$ cat src/rtl/axi_addr_resp_if.sv
// Write-address channel and beat-request bundle between address initiator,
// axi_addr_resp, and the beat-level memory side.
interface axi_addr_resp_if #(
   parameter int AXI_LEN_WIDTH  = 8,
   parameter int AXI_ADDR_WIDTH = 32
);
   logic                      axi_aready;
   logic [AXI_ADDR_WIDTH-1:0] axi_aaddr;
   logic [AXI_LEN_WIDTH-1:0]  axi_alen;
   logic                      axi_avalid;
   logic [AXI_ADDR_WIDTH-1:0] mem_addr;
   logic                      mem_last;
   logic                      mem_valid;
   logic                      mem_ready;
   logic                      busy;

   modport slave (
      input  axi_aaddr, axi_alen, axi_avalid, mem_ready,
      output axi_aready, mem_addr, mem_last, mem_valid, busy
   );

   modport master (
      output axi_aaddr, axi_alen, axi_avalid, mem_ready,
      input  axi_aready, mem_addr, mem_last, mem_valid, busy
   );
endinterface

$ cat src/rtl/axi_addr_resp.sv
// Queues write-address bursts and expands them into per-beat requests; AXI_ADDR_RESP_ALIGN_EN bus-aligns start addresses.
// First beat 2 cycles after the address handshake; aready drops while the queue is full, beats hold while mem_ready is low.
module axi_addr_resp #(
   parameter int AXI_LEN_WIDTH  = 8,
   parameter int AXI_ADDR_WIDTH = 32,
   parameter int AXI_DATA_WIDTH = 256,
   parameter int QUEUE_LOG2     = 2
) (
   input  logic              clk,
   input  logic              rst,
   axi_addr_resp_if.slave    bus
);
   localparam int DEPTH = 1 << QUEUE_LOG2;
   localparam int CW    = QUEUE_LOG2 + 1;
   localparam int BYTES = AXI_DATA_WIDTH / 8;
   localparam logic [AXI_ADDR_WIDTH-1:0] BEAT_INC = AXI_ADDR_WIDTH'(BYTES);

   typedef struct packed {
      logic [AXI_ADDR_WIDTH-1:0] addr;
      logic [AXI_LEN_WIDTH-1:0]  len;
   } burst_t;

   typedef enum logic [1:0] {
      IDLE = 2'b01,
      BEAT = 2'b10
   } state_t;

   burst_t                    queue_mem [DEPTH];
   logic [QUEUE_LOG2-1:0]     wr_ptr;
   logic [QUEUE_LOG2-1:0]     rd_ptr;
   logic [CW-1:0]             count;
   logic [CW-1:0]             count_nxt;
   logic                      full;
   logic                      empty;
   logic                      run;

   state_t                    state;
   state_t                    state_nxt;
   logic [AXI_ADDR_WIDTH-1:0] beat_addr;
   logic [AXI_LEN_WIDTH-1:0]  beat_cnt;
   logic                      beat_last;
   logic                      last_hs;
   logic                      push;
   logic                      pop;
   burst_t                    head;
   logic [AXI_ADDR_WIDTH-1:0] load_addr;

   assign bus.axi_aready = run & ~full;
   assign push      = bus.axi_avalid & bus.axi_aready;
   assign beat_last = (beat_cnt == '0);
   assign last_hs   = (state == BEAT) & bus.mem_ready & beat_last;
   // Pop on the last-beat handshake too, so back-to-back bursts run without a bubble.
   assign pop       = ~empty & ((state == IDLE) | last_hs);
   assign head      = queue_mem[rd_ptr];

`ifdef AXI_ADDR_RESP_ALIGN_EN
   assign load_addr = head.addr & ~(BEAT_INC - 1'b1);
`else
   assign load_addr = head.addr;
`endif

   always_ff @(posedge clk or negedge rst) begin
      if (!rst) run <= 1'b0;
      else      run <= 1'b1;
   end

   always_comb begin
      count_nxt = count;
      if (push && !pop)      count_nxt = count + CW'(1);
      else if (pop && !push) count_nxt = count - CW'(1);
   end

   always_ff @(posedge clk or negedge rst) begin
      if (!rst) begin
         wr_ptr <= '0;
         rd_ptr <= '0;
         count  <= '0;
         full   <= 1'b0;
         empty  <= 1'b1;
      end else begin
         if (push) wr_ptr <= wr_ptr + 1'b1;
         if (pop)  rd_ptr <= rd_ptr + 1'b1;
         count <= count_nxt;
         full  <= (count_nxt == CW'(DEPTH));
         empty <= (count_nxt == '0);
      end
   end

   // Storage needs no reset: entries are only read behind the registered empty flag.
   always_ff @(posedge clk) begin
      if (push) queue_mem[wr_ptr] <= '{addr: bus.axi_aaddr, len: bus.axi_alen};
   end

   always_ff @(posedge clk or negedge rst) begin
      if (!rst) state <= IDLE;
      else      state <= state_nxt;
   end

   always_comb begin
      state_nxt = state;
      case (state)
         IDLE:    if (!empty) state_nxt = BEAT;
         BEAT:    if (last_hs && empty) state_nxt = IDLE;
         default: state_nxt = IDLE;
      endcase
   end

   always_ff @(posedge clk or negedge rst) begin
      if (!rst) begin
         beat_addr <= '0;
         beat_cnt  <= '0;
      end else if (pop) begin
         beat_addr <= load_addr;
         beat_cnt  <= head.len;
      end else if ((state == BEAT) && bus.mem_ready && !beat_last) begin
         beat_addr <= beat_addr + BEAT_INC;
         beat_cnt  <= beat_cnt - 1'b1;
      end
   end

   always_comb begin
      bus.mem_valid = (state == BEAT);
      bus.mem_last  = (state == BEAT) & beat_last;
      bus.mem_addr  = beat_addr;
      bus.busy      = ~empty | (state == BEAT);
   end
endmodule
$ cat src/flat_wrapper.sv
// flat-port wrapper written by rule: the top's interface ports become plain ports
module axi_addr_resp_flat 
#(
   parameter int AXI_LEN_WIDTH  = 8,
   parameter int AXI_ADDR_WIDTH = 32,
   parameter int AXI_DATA_WIDTH = 256,
   parameter int QUEUE_LOG2     = 2
)
  (clk, rst, bus_axi_aaddr, bus_axi_alen, bus_axi_avalid, bus_mem_ready, bus_axi_aready, bus_mem_addr, bus_mem_last, bus_mem_valid, bus_busy);
  axi_addr_resp_if #(.AXI_LEN_WIDTH(AXI_LEN_WIDTH), .AXI_ADDR_WIDTH(AXI_ADDR_WIDTH)) bus_i ();
  input  logic clk;
  input  logic rst;
  input wire logic [$bits(bus_i.axi_aaddr)-1:0] bus_axi_aaddr;
  input wire logic [$bits(bus_i.axi_alen)-1:0] bus_axi_alen;
  input wire logic [$bits(bus_i.axi_avalid)-1:0] bus_axi_avalid;
  input wire logic [$bits(bus_i.mem_ready)-1:0] bus_mem_ready;
  output wire logic [$bits(bus_i.axi_aready)-1:0] bus_axi_aready;
  output wire logic [$bits(bus_i.mem_addr)-1:0] bus_mem_addr;
  output wire logic [$bits(bus_i.mem_last)-1:0] bus_mem_last;
  output wire logic [$bits(bus_i.mem_valid)-1:0] bus_mem_valid;
  output wire logic [$bits(bus_i.busy)-1:0] bus_busy;
  assign bus_i.axi_aaddr = bus_axi_aaddr;
  assign bus_i.axi_alen = bus_axi_alen;
  assign bus_i.axi_avalid = bus_axi_avalid;
  assign bus_i.mem_ready = bus_mem_ready;
  assign bus_axi_aready = bus_i.axi_aready;
  assign bus_mem_addr = bus_i.mem_addr;
  assign bus_mem_last = bus_i.mem_last;
  assign bus_mem_valid = bus_i.mem_valid;
  assign bus_busy = bus_i.busy;
  axi_addr_resp #(.AXI_LEN_WIDTH(AXI_LEN_WIDTH), .AXI_ADDR_WIDTH(AXI_ADDR_WIDTH), .AXI_DATA_WIDTH(AXI_DATA_WIDTH), .QUEUE_LOG2(QUEUE_LOG2)) u_core (.clk(clk), .rst(rst), .bus(bus_i));
endmodule
$ cat config.mk
export PLATFORM = sky130hd
export DESIGN_NAME = axi_addr_resp_flat
export DESIGN_NICKNAME = d
export VERILOG_FILES = /design/src/rtl/axi_addr_resp_if.sv /design/src/rtl/axi_addr_resp.sv /design/src/flat_wrapper.sv
export SDC_FILE = /design/constraint.sdc
export NUM_CORES = 1
export LEC_CHECK = 0
export CORE_ASPECT_RATIO = 0.7
export CORE_MARGIN = 8
export CORE_UTILIZATION = 31
export CTS_BUF_LIST = sky130_fd_sc_hd__clkbuf_4 sky130_fd_sc_hd__clkbuf_8
export DETAILED_ROUTE_END_ITERATION = 10
export HOLD_SLACK_MARGIN = 0.03
export SYNTH_ARGS = -nofsm -noshare
export SYNTH_HDL_FRONTEND = slang
export SYNTH_SLANG_ARGS = --single-unit
$ cat constraint.sdc
create_clock -name clk -period 3.1 [get_ports clk]
set_input_delay 0.465 -clock clk [delete_from_list [all_inputs] [get_ports clk]]
set_output_delay 0.465 -clock clk [all_outputs]
set_load 0.02 [all_outputs]
Word level (Yosys, flattened, before mapping) --
Memories as Yosys holds them, arrays and structs flattened. Index checks and enable logic that the tools add are counted.
Word-level totals: bits in writable memories 160, register bits 52, word-level logic and storage cells 54, input port bits 44, output and inout bits 36, memories kept 1
Operators by class: add/subtract/negate cells 6, reduce and logical (&&, ||, !) cells 12, bitwise operators 10, muxes and demuxes 11, eq/ne operators 5
Memory list:
- u_core.queue_mem | depth 4, width 40, rd ports 1, clocked after Yosys merged registers in 0, wr ports 1, RTL line axi_addr_resp.sv:28 | burst_t queue_mem [DEPTH];
Operators by type and width (number):
- $mux W32 | 2
- $add A32 B6 Y32 const B | 1
- $mux W8 | 2
- $logic_not A8 Y1 | 1
- $sub A8 B1 Y8 const B | 1
- $and A1 B1 Y1 | 6
- $mux W3 | 2
- $logic_and A1 B1 Y1 | 5
- $add A2 B1 Y2 const B | 2
- $mux W2 | 2
- $pmux W2 S2 | 1
- $add A3 B1 Y3 const B | 1
- $eq A3 B3 Y1 const B | 1
- $logic_not A1 Y1 | 3
- $logic_not A3 Y1 | 1
- $sub A3 B1 Y3 const B | 1
- $eq A2 B1 Y1 const B | 1
- $eq A2 B2 Y1 const B | 1
- $mux W1 | 2
- $ne A2 B1 Y1 const B | 1
- $ne A2 B2 Y1 const B | 1
- $not A1 Y1 | 2
- $or A1 B1 Y1 | 2
- $reduce_and A2 Y1 | 1
- $reduce_bool A2 Y1 | 1

Longest topological paths before layout --
Gate-level depths: netlist (run 1).
depth in word-level cells 9, depth in mapped cells 9, gate-level depth less buffers 7

Worst setup path before layout (run 1) --
No wires, ideal clock.
kind input to register, start point in bus_axi_avalid, end point mem u_core.queue_mem[0][0] in the netlist's numbering, enable pin, stages on the path 3, path slack 0.772 ns, data required time 2.699 ns, buffers on the path 1, arrival 1.927 ns, library setup time 0.401 ns, cells stage by stage and3b_1 -> clkbuf_1 -> and2_1
On the way: cells in the longest elaborated chain, start to end 3
RTL lines:
- start: declaration | RTL line flat_wrapper.sv:15 | input wire logic [$bits(bus_i.axi_avalid)-1:0] bus_axi_avalid;
- $and A1 B1 Y1 | RTL line axi_addr_resp.sv:49 | assign push = bus.axi_avalid & bus.axi_aready;
- $mux W1 | RTL line axi_addr_resp.sv:91 | if (push) queue_mem[wr_ptr] <= '{addr: bus.axi_aaddr, len: bus.axi_alen};
- $mux W1 (not written as such) | RTL line axi_addr_resp.sv:91
- end: declaration | RTL line axi_addr_resp.sv:28
No other way between the ends.

Final worst setup path (run 1) --
start point reg u_core.beat_cnt[3], end point out bus_mem_last
On the way: cells in the longest elaborated chain, start to end 2
RTL lines:
- start: declaration | RTL line axi_addr_resp.sv:40 | logic [AXI_LEN_WIDTH-1:0] beat_cnt;
- start signal: assignment | RTL line axi_addr_resp.sv:114 | beat_cnt <= head.len;
- start signal: assignment | RTL line axi_addr_resp.sv:117 | beat_cnt <= beat_cnt - 1'b1;
- $logic_not A8 Y1 | RTL line axi_addr_resp.sv:50 | assign beat_last = (beat_cnt == '0);
- $and A1 B1 Y1 | RTL line axi_addr_resp.sv:123 | bus.mem_last = (state == BEAT) & beat_last;
- end: declaration | RTL line flat_wrapper.sv:19 | output wire logic [$bits(bus_i.mem_last)-1:0] bus_mem_last;
No other way between the ends.

==> metrics.yaml, run 1 <==
outcome: "finished, final reports clean"
synthCells: 532
rows: 51
fin_tns_setup_ns: 0
drtAntennaViolNets: 0
synth.net_count: 585
yosys_warnings: 0
synth_area_leaders: "edfxtp_1, dfrtp_1, mux4_2"
cp-start-kind: "flip-flop"
ctsRootBufferMaster: "clkbuf_8"
htreeDepth: 2
post-synth-top-area-cell: "edfxtp_1"
fin_crit_ns: 2.98
cp-end-kind: "output pin"
drc: 0
fp.dieArea_um2: 34000
placed_cells: 975
nNetsFinal: 693
syn_area_um2: 8750
path_max_fanout: 10
via_count: 5091
slew_headroom: 0.251
core_area_um2: 27800
worst_pin_slew_ns: 1.12
firstDrtPassIters: 6
p_clk_frac: 0.244
cts_tree: "yes"
clk_pin_slew_worst_paths_ns: 0.06
grt_pass1_vias: 5305
start_util: 0.315
whs_ns: 0.171
drive_gt1_frac: 0.202
max_freq_ghz: 0.336
via_per_inst: 4.92
yosysSeqAreaShare: 0.698
p_seq_frac: 0.428
grt_use_total: 0.118
cpPeakStageDelay_ns: 0.63
cap_viol_max_count: 0
chipHeight_um: 157
port_buffers: 79
synth_top_area_frac: 0.549
synthTopCellsByCount: "edfxtp_1, nand2_1, dfrtp_1"
worst_clock_skew_ns: 0.0256
finalCritPeriodShare: 0.960
drt_iter0_drc: 356
rr_worst_depth: 5
drt_wl_total_mm: 20.3
wl_per_cell_um: 19.7
required_ns: 2.63
antenna_found_initial: 0
pwr-share-comb: 0.329
synth_edf_count: 160
internal_power_mw: 6.53
cts_sinks: 212
clock_latency_ns: 0.51
yosysMostFrequentCell: "edfxtp_1"
ios: 80
grt_pass1_wl_mm: 31.1
diodes: 0
avgSynthCellArea_um2: 16.5
clk_path_buf_depth: 3
grt_max_degree: 46
crit_type: "flip-flop to output pin"
finalSetupViolCount: 0
finalNonFillerCells: 1034
r2r_start: "u_core.beat_cnt[3]$_DFFE_PN0P_"
synthToLayoutAreaGrowth_pct: 22.5
irDropWorstVdd_uv: 303
slew_viol_final: 0
cts_buffers: 34
fp.dieW_um: 217
r2r_end: "u_core.beat_cnt[7]$_DFFE_PN0P_"
hpwlAfterDp_mm: 13.7
ff2ff_setup_slack_ns: 0.66
path_cells: "nor4_4, and3_2, clkdlybuf4s50_1"
power.switching_mw: 3.37
cp.arrival_ns: 2.51
hold_class: "input port to asynchronous set/reset pin"
leakage_nw: 3.69
final_hold_viol_count: 0
gp_congestion: 0.838
postCtsSetupBuffers: 0
ys_types: 58
async_flop_share: 0.245
p_sw_frac: 0.341
rsz0062_at_grt: "false"
p_per_area_nw_per_um2: 924
final_util: 0.386
synthFlopType: "edfxtp_1"
synth-seq-cells: 212
grt-ovfl-total: 0
critPathSlowestCell: "nor4_4"
-- placed cells by master, fill, tap and decap left out, types with 3 or more instances in the layout --
master	n
buf_4	16
xnor2_1	16
clkinv_2	4
o21ai_0	24
clkdlybuf4s50_1	78
nor3_1	10
ha_1	9
clkbuf_4	10
o211ai_1	5
edfxtp_1	160
mux4_2	40
nand3b_1	4
nor4_1	3
nor2_1	11
xor2_1	9
a21oi_1	11
inv_1	12
clkbuf_8	36
nand3_1	12
and4_1	4
and2_2	4
nand2_1	56
nand4_1	14
mux2_2	3
dfrtp_1	48
clkinv_1	6
-- through the flow --
| stage | power (mW) | setup slack (ns) | instance area, um2 |
|---|---|---|---|
| final | 9.90 | 0.124 | 10700 |
| after global placement | 7.46 | 0.546 | 10000 |
| after floorplan | 6.24 | 0.772 | 8750 |
| after detailed placement | 7.57 | 0.467 | 10000 |
| after CTS | 10.0 | 0.0201 | 10700 |
| after global routing | 10.4 | 0.00974 | 10700 |
-- flip-flops by register name, summed over array words and instances (netlist names) --
register             cells
u_core.run               1
u_core.empty             1
u_core.full              1
u_core.beat_cnt          8
u_core.state             2
u_core.queue_mem       160
u_core.rd_ptr            2
u_core.count             3
u_core.bus.mem_addr     32
u_core.wr_ptr            2
-- worst max-delay path, delay by kind of cell, from the launching register on --
family                 cells  cell delay [ns]
buffers and inverters      1             0.60
and+or+nand+nor            2             0.94
DFF                        1             0.46
-- final cells by class --
class	instances	area, um2
clock buffers	46	571
well taps	371	464
inverters	12	45.0
repair buffers	97	946
clock inverters	13	111
fillers	2575	17000
multi-input cells	283	2470
flip-flops and latches	212	6110
-- power by group through the flow --
| stage | Combinational (mW) | Sequential (mW) | Clock [mW] |
|---|---|---|---|
| 2_1_floorplan | 1.98 | 4.26 | 0 |
| 3_3_place_gp | 3.21 | 4.25 | 0 |
| 3_5_place_dp | 3.29 | 4.28 | 0 |
| 4_1_cts | 3.30 | 4.23 | 2.49 |
| 5_1_grt | 3.54 | 4.32 | 2.59 |
| 6_report | 3.25 | 4.23 | 2.41 |
-- metal layers --
metal | vias to the layer above | track usage | wire (um)
met5 | - | 0 | 0
met4 | 0 | 0.0318 | 335
met1 | 2604 | 0.161 | 9320
li1 | 2287 | - | -
met3 | 33 | 0.0341 | 1360
met2 | 167 | 0.183 | 9320
-- repair_timing --
action                     4_1_cts  5_1_grt
setup endpoints to repair        0        1
hold buffers                     0        0
gates resized for setup          0        1
-- cells by family (layout without fill, tap and decap cells) --
kind of cell	Yosys count	after routing	synth area share
compound gates	61	61	0.0445
flops	212	212	0.698
simple gates	142	142	0.0885
mux	45	45	0.109
fa+ha+maj	9	9	0.0129
xor+xnor	25	25	0.0250
buf+inv	37	168	0.0217
other cells	1	1	0.000428
-- worst max path at each step --
stage,start,depth (start not counted),end
2_1_floorplan,bus_axi_avalid,3,u_core.queue_mem[0][0]$_DFFE_PP_
4_1_cts,u_core.beat_cnt[0]$_DFFE_PN0P_,5,bus_mem_last
5_1_grt,u_core.beat_cnt[3]$_DFFE_PN0P_,3,bus_mem_last
3_3_place_gp,bus_mem_ready,7,u_core.bus.mem_addr[15]$_DFFE_PN0P_
3_5_place_dp,bus_mem_ready,7,u_core.bus.mem_addr[15]$_DFFE_PN0P_
6_report,u_core.beat_cnt[3]$_DFFE_PN0P_,3,bus_mem_last
Note: power is estimated with default switching activity, not from simulation.
==> run 2, diff against run 1 <==
--- a/config.mk
+++ b/config.mk
@@ -11,6 +11,7 @@
 export CTS_BUF_LIST = sky130_fd_sc_hd__clkbuf_4 sky130_fd_sc_hd__clkbuf_8
 export DETAILED_ROUTE_END_ITERATION = 10
 export HOLD_SLACK_MARGIN = 0.03
+export SLEW_MARGIN = 25
 export SYNTH_ARGS = -nofsm -noshare
 export SYNTH_HDL_FRONTEND = slang
 export SYNTH_SLANG_ARGS = --single-unit
==> run 2 against run 1 <==
Register-to-register slack improved by 0.04 ns. Sequential cell count unchanged. Clock power about the same. Critical endpoint unchanged.
==> metrics.yaml, run 2 (synthesized netlist as in run 1, its figures left out) <==
cp-start-kind: "flip-flop"
drive_gt1_frac: 0.207
diodes: 0
final_hold_viol_count: 0
chipHeight_um: 157
largest_register_ffs: 160
slew_viol_final: 0
mostFrequentLayoutCell: "edfxtp_1"
grt_pass1_wl_mm: 30.9
drt_iter0_drc: 432
final_cell_mix: "edfxtp_1, clkdlybuf4s50_1, nand2_1"
gp_congestion: 0.838
postPlaceCellArea_um2: 10000
cap_viol_max_count: 0
rsz0062_at_grt: "false"
finalSetupViolCount: 0
clk_pin_slew_worst_paths_ns: 0.06
hold_class: "flip-flop to flip-flop"
r2r_start: "u_core.beat_cnt[0]$_DFFE_PN0P_"
wl_per_cell_um: 19.5
holdPathStages: 1
nNetsFinal: 698
ios: 80
start_util: 0.315
core_area_um2: 27800
slew_headroom: 0.540
outcome: "finished, final reports clean"
port_buffers: 79
largest-register: "u_core.queue_mem"
rows: 51
grt_max_degree: 46
path_max_fanout: 8
via_count: 5051
startpoint: "u_core.beat_cnt[0]$_DFFE_PN0P_"
required_ns: 2.63
max_freq_ghz: 0.346
drtAntennaViolNets: 0
r2r_end: "u_core.beat_cnt[7]$_DFFE_PN0P_"
drt_wl_total_mm: 20.3
cp.arrival_ns: 2.43
cts_sinks: 212
fin_tns_setup_ns: 0
cp-endpoint: "bus_mem_last"
irDropWorstVdd_uv: 348
grt-ovfl-total: 0
fill_cells: 2566
clk_path_buf_depth: 3
rr_worst_depth: 7
cts_buffers: 34
htreeDepth: 2
worst_pin_slew_ns: 0.690
leakage_nw: 3.71
p_per_area_nw_per_um2: 921
drc: 0
cts_tree: "yes"
grt_pass1_vias: 5229
via_per_inst: 4.86
clock_latency_ns: 0.51
hpwlAfterDp_mm: 13.7
fin_crit_ns: 2.89
cp-end-kind: "output pin"
finalCritPeriodShare: 0.933
grt_use_total: 0.118
ctsRootBufferMaster: "clkbuf_8"
antenna_found_initial: 0
fp.dieW_um: 217
ff2ff_setup_slack_ns: 0.70
stdcell_area_um2: 10800
firstDrtPassIters: 5
fp.dieArea_um2: 34000
synthToLayoutAreaGrowth_pct: 23.0
worst_clock_skew_ns: 0.0234
crit_type: "flip-flop to output pin"
run 2: changes by cell type in the layout (fill, tap and decap cells not counted), sizes merged:
| cell | before | now |
|---|---|---|
| buf | 19 | 23 |
| dlygate4sd3 | 0 | 1 |
run 2: critical path: stages, from the launching register on:
cell             delay (ns)
dfrtp_1                0.41
inv_1                  0.10
ha_1                   0.15
nor3b_4                0.40
and3_2                 0.25
clkdlybuf4s50_1        0.61
run 2: timing repair:
| item | in CTS | in global routing |
|---|---|---|
| hold endpoints to repair | 42 | 0 |
| buffers inserted | 0 | 4 |
| hold buffers | 1 | 0 |
| setup endpoints to repair | 0 | 1 |
| gates resized for setup | 0 | 1 |
run 2: worst min path at each step:
stage / start / end / slack [ns]
finish: u_core.count[2]$_DFF_PN0_ / u_core.count[2]$_DFF_PN0_ / 0.50
global route: u_core.count[2]$_DFF_PN0_ / u_core.count[2]$_DFF_PN0_ / 0.53
CTS: u_core.count[2]$_DFF_PN0_ / u_core.count[2]$_DFF_PN0_ / 0.51
detailed placement: u_core.count[2]$_DFF_PN0_ / u_core.count[2]$_DFF_PN0_ / 0.49
global placement: u_core.count[2]$_DFF_PN0_ / u_core.count[2]$_DFF_PN0_ / 0.47
floorplan: rst / u_core.beat_cnt[0]$_DFFE_PN0P_ / 0.17
run 2: through the flow:
stage | std cells | hold WS (ns) | util | power [mW] | setup slack (ns)
2_1_floorplan | 532 | 0.169 | - | 6.24 | 0.772
3_3_place_gp | 975 | 0.470 | 0.361 | 7.46 | 0.546
3_5_place_dp | 975 | 0.490 | 0.361 | 7.57 | 0.481
4_1_cts | 1035 | 0.505 | 0.386 | 10.0 | 0.0122
5_1_grt | 1039 | 0.531 | 0.388 | 10.5 | 0.0739
6_report | 1039 | 0.501 | 0.388 | 9.91 | 0.207
run 2: report_power, final:
part	leakage (nW)	internal (mW)	switching [mW]
Sequential	2.07	3.63	0.591
Clock	0.363	1.36	1.05
Combinational	1.28	1.55	1.72
run 2: layer usage:
metal / track usage / up-vias / share of wire
met5: 0 / - / 0
met4: 0.0299 / 0 / 0.011
met3: 0.0343 / 26 / 0.070
met2: 0.183 / 175 / 0.46
met1: 0.161 / 2557 / 0.46
li1: - / 2293 / -
run 2: layout make-up:
class	count	area [um2]	share of cell area
clock buffer	46	571	0.0530
sequential	212	6110	0.568
tap	371	464	0.0431
timing repair buffer	102	988	0.0918
inverter	12	45.0	0.00419
multi-input combinational	283	2470	0.230
clock inverter	13	111	0.0103
==> RTL edit, RTL diff (settings of run 2) <==
`AXI_LEN_WIDTH` is set to 8 in 3 places; all go to 16.
--- a/src/rtl/axi_addr_resp_if.sv
+++ b/src/rtl/axi_addr_resp_if.sv
@@ -3,3 +3,3 @@
 interface axi_addr_resp_if #(
-   parameter int AXI_LEN_WIDTH  = 8,
+   parameter int AXI_LEN_WIDTH  = 16,
    parameter int AXI_ADDR_WIDTH = 32
--- a/src/rtl/axi_addr_resp.sv
+++ b/src/rtl/axi_addr_resp.sv
@@ -3,3 +3,3 @@
 module axi_addr_resp #(
-   parameter int AXI_LEN_WIDTH  = 8,
+   parameter int AXI_LEN_WIDTH  = 16,
    parameter int AXI_ADDR_WIDTH = 32,
--- a/src/flat_wrapper.sv
+++ b/src/flat_wrapper.sv
@@ -3,3 +3,3 @@
 #(
-   parameter int AXI_LEN_WIDTH  = 8,
+   parameter int AXI_LEN_WIDTH  = 16,
    parameter int AXI_ADDR_WIDTH = 32,
Interface: changed (resized bus_axi_alen); port bits go from 80 to 88. No check against the original RTL was run, so the function may have changed too.
==> RTL edit against run 2 <==
  * Cell area up 18%
  * Wire length up 16%
  * Area after synthesis grew 18%
  * Synthesized cell count grew 19%
  * Worst setup slack better by 400 ps
  * Via count up 17%
  * Sequential cell count increased by 40
  * Register-to-register slack improved by 90 ps
  * Critical path type unchanged
  * Highest routed layer is now met5
  * Global-route usage rose by 0.052 points
  * Core utilization shrank 0.50 points
Power is not compared: it rests on default switching activity, and its combinational part moved more than twofold at a synthesized area within 25%.
==> RTL edit: results (changes against run 2) <==
INFO  metric result_of_the_run = complete, no violations
INFO  metric synth.cells.most_frequent = edfxtp_1, nand2_1, dfrtp_1
INFO  metric timing.reg2reg.setup_slack = 790 ps (+90 ps)
INFO  metric numPlacedInstances = 1144 (+17%)
INFO  metric fraction_of_standard_cell_area_in_multi_input_logic = 0.232 (+0.00192)
INFO  metric synth_xor_area_frac = 0.0287 (+0.00372)
INFO  metric timing.critical_path.slowest_cell_delay = 400 ps (-210 ps)
INFO  metric relSlewSlack = 0.561 (+0.0209)
INFO  metric yosys_register_bits = 252 (+19%)
INFO  metric fin_cells = 1214 (+17%)
INFO  metric detailedRoute.firstPassIterationCount = 4 (-1)
INFO  metric met3_usage = 0.0294 (-0.00489)
INFO  metric dr_wl_met2 = 11.1 mm (+19%)
INFO  metric multi_input_cells = 340 (+20%)
INFO  metric sequential_cell_area_fraction_in_the_yosys_report = 0.701 (+0.00351)
INFO  metric synth-async-reset-ratio = 0.238 (-0.00719)
INFO  metric highest_layer = met5
INFO  metric timing.critical_path.max_delay_family = simple AND/OR/NAND/NOR gates
INFO  metric final.hold.worst_slack = 330 ps (-171 ps)
INFO  metric number_of_flops_mapped_to_enable_cells_by_yosys = 192 (+20%)
INFO  metric grt_first_pass_wirelength = 35.9 mm (+16%)
INFO  metric synthesis.instances = 632 (+19%)
INFO  metric drive_above_1_share = 0.194 (-0.0127)
INFO  metric non_clock_inverter_count = 10 (-2)
INFO  metric r2r_cells = 8 (+1)
INFO  metric placement_rows = 56 (+9.8%)
INFO  metric post_synth_fa_ha_maj_area_fraction = 0.0109 (-0.00200)
INFO  metric fill_count = 3136 (+22%)
INFO  metric cts-buffers-inserted = 39 (+15%)
INFO  metric grt_antenna_before_repair = 1 (+1)
INFO  metric seq-cell-share = 0.572 (+0.00452)
INFO  metric min-delay-path-class = input port to asynchronous set/reset pin
INFO  metric r2r_end = u_core.bus.mem_addr[15]
INFO  metric vias = 5908 (+17%)
INFO  metric clockBufferCount = 55 (+20%)
## RTL edit: changes by cell type after synthesis, moves of 7 or more
cell      before  now
o21ai_0       24    3
dfrtp_1       50   58
xnor2_1       16   25
or4_1          1    8
o21ai_1        0   30
mux4_2        40   48
o31ai_1        0    7
nor2_1        11   21
nor3_1        10   17
edfxtp_1     160  192
## RTL edit: worst max-delay path by stage
stage | start | endpoint | slack (ps) | cells past startpoint
3_3_place_gp | bus_mem_ready | u_core.bus.mem_addr[30] | 570 | 6
5_1_grt | u_core.beat_cnt[0] | bus_mem_last | 350 | 6
3_5_place_dp | bus_mem_ready | u_core.bus.mem_addr[28] | 520 | 6
2_1_floorplan | bus_axi_avalid | u_core.queue_mem[0][0] | 570 | 3
6_report | u_core.beat_cnt[0] | bus_mem_last | 610 | 6
4_1_cts | u_core.beat_cnt[0] | bus_mem_last | 70 | 6
